`config.mk`:
```
export PLATFORM = sky130hd
export DESIGN_NAME = wvb_rdout_arb
export DESIGN_NICKNAME = d
export VERILOG_FILES = /design/src/rtl/wvb_rdout_arb.sv
export SDC_FILE = /design/constraint.sdc
export NUM_CORES = 1
export LEC_CHECK = 0
export ABC_AREA = 1
export CAP_MARGIN = 20
export CORE_UTILIZATION = 44
export CTS_CLUSTER_SIZE = 24
export DETAILED_ROUTE_END_ITERATION = 10
export PLACE_DENSITY = 0.75
export SLEW_MARGIN = 30
export SYNTH_ARGS = -nofsm -noshare
export SYNTH_HDL_FRONTEND = slang
export SYNTH_SLANG_ARGS = --single-unit
```
`constraint.sdc`:
```
create_clock -name clk -period 3.85 [get_ports clk]
set_input_delay 0.77 -clock clk [delete_from_list [all_inputs] [get_ports clk]]
set_output_delay 0.77 -clock clk [all_outputs]
set_load 0.1 [all_outputs]
```
`src/rtl/wvb_rdout_arb.sv`:
```
// Round-robin readout arbiter: grants a channel with a pending header, streams that
// event out of the channel's waveform RAM over valid/ready, then signals completion.
module wvb_rdout_arb #(
  parameter int P_N_CHAN     = 4,
  parameter int P_ADR_WIDTH  = 15,
  parameter int P_DATA_WIDTH = 22
) (
  input  logic                             clk,
  input  logic                             rst_n,
  input  logic                             en,
  input  logic [P_N_CHAN-1:0]              hdr_empty,
  input  logic [P_N_CHAN*P_ADR_WIDTH-1:0]  hdr_start_addr,
  input  logic [P_N_CHAN*P_ADR_WIDTH-1:0]  hdr_stop_addr,
  output logic [P_N_CHAN-1:0]              hdr_rdreq,
  output logic [P_ADR_WIDTH-1:0]           wvb_rd_addr,
  input  logic [P_N_CHAN*P_DATA_WIDTH-1:0] wvb_rd_data,
  output logic [P_N_CHAN-1:0]              wvb_rddone,
  output logic [P_DATA_WIDTH-1:0]          dout_data,
  output logic [$clog2(P_N_CHAN)-1:0]      dout_chan,
  output logic                             dout_first,
  output logic                             dout_last,
  output logic                             dout_valid,
  input  logic                             dout_ready,
  output logic                             busy
);
  localparam int CW = $clog2(P_N_CHAN);
  localparam int AW = P_ADR_WIDTH;
  localparam int DW = P_DATA_WIDTH;
  localparam logic [P_N_CHAN-1:0] ONE_HOT0 = {{(P_N_CHAN-1){1'b0}}, 1'b1};
  localparam logic [AW:0]         REM_ONE  = {{AW{1'b0}}, 1'b1};
  localparam logic [AW-1:0]       ADR_ONE  = {{(AW-1){1'b0}}, 1'b1};

  typedef enum logic [1:0] {
    S_IDLE   = 2'd0,
    S_GRANT  = 2'd1,
    S_STREAM = 2'd2,
    S_DONE   = 2'd3
  } state_t;

  state_t              state_q, state_d;
  logic [CW-1:0]       last_grant_q, last_grant_d, chan_q, chan_d;
  logic [AW-1:0]       start_q, start_d, stop_q, stop_d;
  logic [AW-1:0]       rd_ptr_q, rd_ptr_d, rd_addr_q, rd_addr_d;
  logic [AW:0]         rem_q, rem_d, nwords_s;
  logic                a_v_q, a_v_d, a_first_q, a_first_d, a_last_q, a_last_d;
  logic                d_v_q, d_v_d, d_first_q, d_first_d, d_last_q, d_last_d;
  logic [DW-1:0]       ent_data_q [3];
  logic [DW-1:0]       ent_data_d [3];
  logic [2:0]          ent_v_q, ent_v_d, ent_first_q, ent_first_d, ent_last_q, ent_last_d;
  logic [P_N_CHAN-1:0] hdr_rdreq_q, hdr_rdreq_d, rddone_q, rddone_d;
  logic                busy_q, busy_d;
  logic                sel_found_s;
  logic [CW-1:0]       sel_s, idx_s;
  logic                pop_s, credit_s;
  logic [2:0]          occ_s;
  logic [DW-1:0]       ret_data_s;

  // Round-robin search starting just after the last granted channel
  always_comb begin
    sel_found_s = 1'b0;
    sel_s       = '0;
    idx_s       = '0;
    for (int k = 1; k <= P_N_CHAN; k++) begin
      idx_s = CW'((int'(last_grant_q) + k) % P_N_CHAN);
      if (!sel_found_s && !hdr_empty[idx_s]) begin
        sel_found_s = 1'b1;
        sel_s       = idx_s;
      end else begin
        sel_found_s = sel_found_s;
      end
    end
  end

  // Read credit: words stored plus reads in flight never exceed the three storage slots
  always_comb begin
    pop_s    = ent_v_q[0] & dout_ready;
    occ_s    = {2'b00, ent_v_q[0]} + {2'b00, ent_v_q[1]} + {2'b00, ent_v_q[2]}
             + {2'b00, a_v_q} + {2'b00, d_v_q};
    credit_s = (occ_s <= (3'd2 + {2'b00, pop_s}));
    nwords_s = {1'b0, stop_q - start_q} + REM_ONE;
  end

  // Next-state and read-issue logic
  always_comb begin
    state_d      = state_q;
    last_grant_d = last_grant_q;
    chan_d       = chan_q;
    start_d      = start_q;
    stop_d       = stop_q;
    rem_d        = rem_q;
    rd_ptr_d     = rd_ptr_q;
    rd_addr_d    = rd_addr_q;
    a_v_d        = 1'b0;
    a_first_d    = 1'b0;
    a_last_d     = 1'b0;
    d_v_d        = a_v_q;
    d_first_d    = a_first_q;
    d_last_d     = a_last_q;
    hdr_rdreq_d  = '0;
    rddone_d     = '0;
    case (state_q)
      S_IDLE: begin
        if (en && sel_found_s) begin
          state_d     = S_GRANT;
          chan_d      = sel_s;
          start_d     = hdr_start_addr[int'(sel_s)*AW +: AW];
          stop_d      = hdr_stop_addr[int'(sel_s)*AW +: AW];
          hdr_rdreq_d = ONE_HOT0 << sel_s;
        end else begin
          state_d = S_IDLE;
        end
      end
      S_GRANT: begin
        rd_addr_d = start_q;
        rd_ptr_d  = start_q + ADR_ONE;
        rem_d     = nwords_s - REM_ONE;
        a_v_d     = 1'b1;
        a_first_d = 1'b1;
        a_last_d  = (nwords_s == REM_ONE);
        state_d   = S_STREAM;
      end
      S_STREAM: begin
        if ((rem_q != '0) && credit_s) begin
          rd_addr_d = rd_ptr_q;
          rd_ptr_d  = rd_ptr_q + ADR_ONE;
          rem_d     = rem_q - REM_ONE;
          a_v_d     = 1'b1;
          a_last_d  = (rem_q == REM_ONE);
        end else begin
          a_v_d = 1'b0;
        end
        if (pop_s && ent_last_q[0]) begin
          state_d  = S_DONE;
          rddone_d = ONE_HOT0 << chan_q;
        end else begin
          state_d = S_STREAM;
        end
      end
      S_DONE: begin
        last_grant_d = chan_q;
        state_d      = S_IDLE;
      end
      default: begin
        state_d = S_IDLE;
      end
    endcase
    busy_d = (state_d != S_IDLE);
  end

  // Output storage: slot 0 drives dout, slots 1-2 absorb returning reads during stalls
  always_comb begin
    ret_data_s = wvb_rd_data[int'(chan_q)*DW +: DW];
    ent_data_d = ent_data_q;
    if (pop_s) begin
      ent_v_d       = {1'b0, ent_v_q[2:1]};
      ent_first_d   = {1'b0, ent_first_q[2:1]};
      ent_last_d    = {1'b0, ent_last_q[2:1]};
      ent_data_d[0] = ent_data_q[1];
      ent_data_d[1] = ent_data_q[2];
    end else begin
      ent_v_d     = ent_v_q;
      ent_first_d = ent_first_q;
      ent_last_d  = ent_last_q;
    end
    if (d_v_q) begin
      if (!ent_v_d[0]) begin
        ent_v_d[0] = 1'b1; ent_first_d[0] = d_first_q; ent_last_d[0] = d_last_q;
        ent_data_d[0] = ret_data_s;
      end else if (!ent_v_d[1]) begin
        ent_v_d[1] = 1'b1; ent_first_d[1] = d_first_q; ent_last_d[1] = d_last_q;
        ent_data_d[1] = ret_data_s;
      end else begin
        ent_v_d[2] = 1'b1; ent_first_d[2] = d_first_q; ent_last_d[2] = d_last_q;
        ent_data_d[2] = ret_data_s;
      end
    end else begin
      ent_v_d = ent_v_d;
    end
  end

  // State and output registers with synchronous active-low reset
  always_ff @(posedge clk) begin
    if (!rst_n) begin
      state_q      <= S_IDLE;
      last_grant_q <= CW'(P_N_CHAN - 1);
      chan_q       <= '0;
      start_q      <= '0;
      stop_q       <= '0;
      rem_q        <= '0;
      rd_ptr_q     <= '0;
      rd_addr_q    <= '0;
      {a_v_q, a_first_q, a_last_q} <= 3'b000;
      {d_v_q, d_first_q, d_last_q} <= 3'b000;
      ent_v_q      <= 3'b000;
      ent_first_q  <= 3'b000;
      ent_last_q   <= 3'b000;
      for (int i = 0; i < 3; i++) ent_data_q[i] <= '0;
      hdr_rdreq_q  <= '0;
      rddone_q     <= '0;
      busy_q       <= 1'b0;
    end else begin
      state_q      <= state_d;
      last_grant_q <= last_grant_d;
      chan_q       <= chan_d;
      start_q      <= start_d;
      stop_q       <= stop_d;
      rem_q        <= rem_d;
      rd_ptr_q     <= rd_ptr_d;
      rd_addr_q    <= rd_addr_d;
      {a_v_q, a_first_q, a_last_q} <= {a_v_d, a_first_d, a_last_d};
      {d_v_q, d_first_q, d_last_q} <= {d_v_d, d_first_d, d_last_d};
      ent_v_q      <= ent_v_d;
      ent_first_q  <= ent_first_d;
      ent_last_q   <= ent_last_d;
      for (int i = 0; i < 3; i++) ent_data_q[i] <= ent_data_d[i];
      hdr_rdreq_q  <= hdr_rdreq_d;
      rddone_q     <= rddone_d;
      busy_q       <= busy_d;
    end
  end

  assign hdr_rdreq   = hdr_rdreq_q;
  assign wvb_rddone  = rddone_q;
  assign wvb_rd_addr = rd_addr_q;
  assign dout_valid  = ent_v_q[0];
  assign dout_first  = ent_first_q[0];
  assign dout_last   = ent_last_q[0];
  assign dout_data   = ent_data_q[0];
  assign dout_chan   = chan_q;
  assign busy        = busy_q;

endmodule

```
## After elaboration in Yosys (flattened, before gate mapping)

Cells that the tools add are included.

| operators by class | value |
|---|---|
| $add $sub $neg | 15 |
| muxes and demuxes | 52 |
| bitwise logic cells | 1 |
| $lt $le $gt $ge | 5 |
| multipliers | 2 |
| equality and inequality tests | 6 |
| reductions and logical operators | 20 |
| shift-type cells | 5 |

Operators by type and width:

| cell | number |
|---|---|
| $mux 44 | 2 |
| $shiftx 88x8->22 | 1 |
| $mux 22 | 3 |
| $mux 66 | 1 |
| $pmux 15 s2 | 2 |
| $shiftx 60x32->15 | 1 |
| $shiftx 60x7->15 | 1 |
| $eq 16x1->1 const B | 2 |
| $pmux 16 s2 | 1 |
| $sub 16x1->16 const B | 2 |
| $add 15x1->15 const B | 2 |
| $mux 15 | 2 |
| $mux 1 | 20 |
| $mux 3 | 6 |
| $add 15x1->16 const B | 1 |
| $mux 16 | 1 |
| $reduce_bool 16->1 | 1 |
| $sub 15x15->15 | 1 |
| $mux 2 | 7 |
| $lt 2x3->1 const B | 4 |
| $mul 2x4->6 const B | 2 |
| $reduce_and 3->1 | 3 |
| $bmux 1 s2 | 4 |
| $pmux 2 s4 | 1 |
| other kinds (18) | 35 |

| word-level totals | value |
|---|---|
| output and inout port bits | 51 |
| bits in registers | 172 |
| logic and storage cells | 129 |
| bits of input ports | 216 |

## Logic depth before layout (Yosys ltp)

| logic depth | value |
|---|---|
| depth after elaboration | 16 |
| mapped depth | 23 |
| mapped depth without buffers | 23 |

## Worst setup path after synthesis

OpenSTA, ideal clock, no wires.

| timing | value |
|---|---|
| path type | register -> register |
| from | register ent_v_q[0] |
| to | register rd_addr_q[7] (netlist: wvb_rd_addr[7]) |
| setup time | 0.086 ns |
| slack | 0.765 ns |
| data arrival time | 2.999 ns |
| clock period less this slack | 3.085 ns |
| cell stages (with the launch flop) | 10 |
| buffers on the path | 3 |
| cell sequence | dfxtp_1 -> nand2_1 -> inv_2 -> clkbuf_1 -> ha_1 -> o311ai_2 -> nand2_2 -> buf_2 -> buf_2 -> a211oi_1 |

| on the way | value |
|---|---|
| longest elaborated chain between the ends | 8 |
| elaborated cells on any way between the ends | 10 |
| classes of those cells | add/sub: 5; order compare: 1; eq/ne: 1; bitwise: 1; reduce/logical: 2 |

Ends and longest elaborated chain:

| item | line | RTL |
|---|---|---|
| start: declaration | 49 | `logic [2:0] ent_v_q, ent_v_d, ent_first_q, ent_first_d, ent_last_q, ent_last_d;` |
| start signal: assignment | 212 | `ent_v_q <= ent_v_d;` |
| $add 1x1->2 | 77 | `occ_s = {2'b00, ent_v_q[0]} + {2'b00, ent_v_q[1]} + {2'b00, ent_v_q[2]}` |
| $add 2x1->3 | 77 |  |
| $add 3x1->3 (2 in series) | 78 | `+ {2'b00, a_v_q} + {2'b00, d_v_q};` |
| $le 3x3->1 (*) | 79 | `credit_s = (occ_s <= (3'd2 + {2'b00, pop_s}));` |
| $logic_and 1x1->1 (*) | 123 | `if ((rem_q != '0) && credit_s) begin` |
| $ne 2x2->1 (no line) (*) | n/a |  |
| $reduce_and 2->1 (no line) (*) | n/a |  |
| end signal: assignment | 209 | `rd_addr_q <= rd_addr_d;` |
| end: declaration | 43 | `logic [AW-1:0] rd_ptr_q, rd_ptr_d, rd_addr_q, rd_addr_d;` |

Every way passes the cells marked *; elsewhere a longest branch is shown, timed or not.
A chain may end at the register's enable or synchronous reset.

## Worst setup path after layout

| timing | value |
|---|---|
| from | register state_q[0] |
| to | register rd_ptr_q[14] |

| on the way | value |
|---|---|
| longest elaborated chain between the ends | 3 |
| elaborated cells on any way between the ends | 6 |
| classes of those cells | eq/ne: 3; mux: 1; reduce/logical: 2 |

Ends and longest elaborated chain:

| item | line | RTL |
|---|---|---|
| start: declaration | 40 | `state_t state_q, state_d;` |
| start signal: assignment | 202 | `state_q <= state_d;` |
| $eq 2x2->1 / $eq 2x1->1 (equally long branches) | 101 | `case (state_q)` |
| $ne 2x2->1 (no line) / $reduce_bool 2->1 (equally long branches) | n/a |  |
| $reduce_and 2->1 (no line) | n/a |  |
| end signal: assignment | 208 | `rd_ptr_q <= rd_ptr_d;` |
| end: declaration | 43 |  |

Several ways; a longest one is shown, not always the timed one.

==> flow_summary.json <==
{
  "status": "completed",
  "use_met3": 0.0362,
  "worst_pin_slew_ns": 1.04,
  "grt.met1_usage": 0.348,
  "crit_path_top_delay_cell": "ha_1",
  "vias": 11500,
  "worstPathCellList": "inv_1 > ha_1 > o21ai_0 > inv_1 > ha_1 > nand2_1 > nor2_1 > nand3_1 > nor3_1 > nand2_1 > nor2_1 > xor2_1 > a211oi_1",
  "core_area_um2": 24300,
  "fmax_ghz": 0.309,
  "nFillCells": 2279,
  "cts.reportedPaths.clkPinSlew_ns": 0.07,
  "cts_root_buf": "clkbuf_16",
  "cts_tree": "yes",
  "ir_drop_mv": 0.349,
  "wl_per_cell_um": 15.3,
  "syn_inst": 1658,
  "diodes": 0,
  "dp_worst_setup_slack_ns": 0.586,
  "ant_nets": 0,
  "layout_common_cells": "nand2_1, clkdlybuf4s50_1, a21oi_1",
  "post-place-cells": 2156,
  "cts_setup_buffers": 0,
  "cpPeakStageDelay_ns": 0.56,
  "gp_congestion": 0.938,
  "r2r_end": "rd_ptr_q[14]$_SDFFE_PN0P_",
  "syn2layout_area_growth_pct": 30.1,
  "grt_pass1_wl_um": 54500,
  "finalHoldViolCount": 0,
  "busiest_layer": "met2",
  "synth_fp_nets": 1904,
  "place_hpwl_um": 25200,
  "rsz0062_at_grt": "false",
  "synth-async-reset-ratio": 0,
  "hold_end": "d_last_q$_SDFF_PN0_",
  "dieWidth_um": 159,
  "post-route-period-util": 0.841,
  "leakage_nw": 6.21,
  "hp-class": "register to register",
  "p_int_mw": 3.79,
  "grt_max_degree": 61,
  "ys_warn_count": 0,
  "synth_area_per_cell_um2": 6.58,
  "end_kind": "register",
  "overflow": 0,
  "first_iter_violations": 860,
  "p_comb_frac": 0.435,
  "power.density_nw_per_um2": 469,
  "layout_commonest_cell": "nand2_1",
  "worstPathRequired_ns": 4.15,
  "synth_top_flop_cell": "dfxtp_1",
  "synth.distinct_cells": 54,
  "die_h_um": 159,
  "clock_path_buffers": 2,
  "firstDrtPassIters": 5,
  "synth.top_cell.area_share": 0.316,
  "initial_core_util": 0.449,
  "finalClockSkew_ns": 0.0195,
  "path_max_fanout": 15,
  "seqPwrFrac": 0.304,
  "worst_r2r_path_depth": 13,
  "r2r_start": "state_q[0]$_SDFF_PN0_",
  "cap_violations": 0,
  "cp.arrival_ns": 3.54,
  "htreeDepth": 4,
  "cts_buffers": 17,
  "finalSetupViolations": 0,
  "cts_hold_buffers": 0,
  "synth_edf_count": 0,
  "portBuffers": 266,
  "clock-sinks": 172,
  "slew_headroom": 0.306,
  "fin_crit_ns": 3.24,
  "synthTopCellsByArea": "dfxtp_1, nand2_1, a21oi_1, o21ai_0, inv_1",
  "die-area_um2": 25400,
  "grt_use_met2": 0.445,
  "yosysTopAreaCell": "dfxtp_1",
  "io_pins": 267,
  "whs_path_depth": 2,
  "grt_usage": 0.263,
  "cts-resized-gates": 0,
  "regToRegSetupSlack_ns": 0.61,
  "drive_gt1_frac": 0.0735,
  "worst_setup_path_start_kind": "register",
  "tns_ns": 0,
  "clock_latency_ns": 0.44,
  "rows": 57,
  "drc": 0,
  "setup_ws_ns": 0.611,
  "synth_area_um2": 10900,
  "p_switching_mw": 2.87,
  "layout.nets": 2097,
  "ys_seq_area_frac": 0.316,
  "via_per_inst": 5.26,
  "grt_pass1_vias": 10800,
  "antenna_found_initial": 0,
  "pwr-share-clk": 0.260,
  "instances_no_fill": 2188,
  "ys_ff_latch": 172,
  "slew_viol_final": 0,
  "worstSetupPathType": "register to register",
  "min-delay-start": "a_last_q$_SDFF_PN0_",
  "finalWirelength_um": 33500,
  "sw_frac_of_total": 0.431
}
## state kept, by name, summed over array words and instances (netlist names)
| name | flops |
|---|---|
| d_v_q | 1 |
| a_first_q | 1 |
| wvb_rddone | 4 |
| ent_last_q | 3 |
| dout_chan | 2 |
| a_v_q | 1 |
| stop_q | 15 |
| ent_first_q | 3 |
| ent_data_q | 44 |
| wvb_rd_addr | 15 |
| start_q | 15 |
| hdr_rdreq | 4 |
| a_last_q | 1 |
| ent_v_q | 3 |
| d_last_q | 1 |
| last_grant_q | 2 |
| rem_q | 16 |
| dout_data | 22 |
| state_q | 2 |
| d_first_q | 1 |
| busy | 1 |
| rd_ptr_q | 15 |
## area by class of cell
type                    count  area [µm²]  area share
well taps                 324         405      0.0286
clock inverters            15         176      0.0124
inverters                 174         654      0.0461
clock buffers              17         425      0.0300
multi-input cells        1195        6220       0.438
flip-flops and latches    172        3440       0.243
repair buffers            291        2870       0.202
## power groups by stage
stage / clock (mW) / combinational, mW / sequential [mW]
2_1_floorplan: 0 / 1.92 / 2.25
3_3_place_gp: 0 / 2.82 / 2.06
3_5_place_dp: 0 / 2.87 / 2.06
4_1_cts: 1.75 / 2.89 / 2.02
5_1_grt: 1.82 / 3.22 / 2.04
6_report: 1.73 / 2.90 / 2.03
## per-layer routing
metal | up-vias | part of all wire
li1 | 5859 | -
met1 | 5228 | 0.46
met2 | 390 | 0.47
met3 | 34 | 0.055
met4 | 0 | 0.017
met5 | - | 0
## cell usage after synthesis, types with 7 or more instances
cell,count
nand2_1,421
a21oi_1,183
dfxtp_1,172
o21ai_0,163
inv_1,160
nor2_1,90
nand3_1,82
clkbuf_1,62
buf_4,28
ha_1,27
nand2_2,22
a32o_1,21
buf_2,20
o21ai_1,19
a211oi_1,18
o31ai_1,16
xor2_1,13
inv_2,12
nor3_1,11
o22ai_1,11
nand4_1,10
nand3_2,8
a31oi_1,7
nor2_4,7
o211ai_1,7
## cell families after synthesis
logic type               share of synthesized area
adder cells (fa/ha/maj)                     0.0365
AND/OR/NAND/NOR                              0.273
XOR/XNOR                                    0.0178
buffers and inverters                        0.115
flip-flops                                   0.316
multiplexers                              0.000918
AO/OA/AOI/OAI                                0.241
## critical path, delay by kind of cell (launching register included)
kind            cells  cell delay (ns)
compound gates      2             0.44
buf+inv             2             0.24
fa+ha+maj           2             0.75
simple gates        6             1.15
xor+xnor            1             0.16
flops               1             0.34
## through the flow
step | total power, mW | cell area [µm²] | hold WS, ns | utilization
2_1_floorplan | 4.17 | 10900 | 0.390 | -
3_3_place_gp | 4.88 | 13600 | 0.396 | 0.559
3_5_place_dp | 4.93 | 13600 | 0.399 | 0.559
4_1_cts | 6.66 | 14200 | 0.409 | 0.584
5_1_grt | 7.08 | 14200 | 0.444 | 0.583
6_report | 6.66 | 14200 | 0.406 | 0.583
## worst max-delay path by stage
stage / from / depth (start not counted) / end
2_1_floorplan: ent_v_q[0]$_SDFF_PN0_ / 9 / wvb_rd_addr[7]$_SDFFE_PN0P_
3_3_place_gp: hdr_empty[0] / 15 / start_q[12]$_SDFFE_PN0P_
3_5_place_dp: hdr_empty[0] / 15 / start_q[7]$_SDFFE_PN0P_
4_1_cts: state_q[0]$_SDFF_PN0_ / 13 / rd_ptr_q[14]$_SDFFE_PN0P_
5_1_grt: state_q[0]$_SDFF_PN0_ / 13 / rd_ptr_q[14]$_SDFFE_PN0P_
6_report: state_q[0]$_SDFF_PN0_ / 13 / rd_ptr_q[14]$_SDFFE_PN0P_
Power figures use the tool's default switching activity.
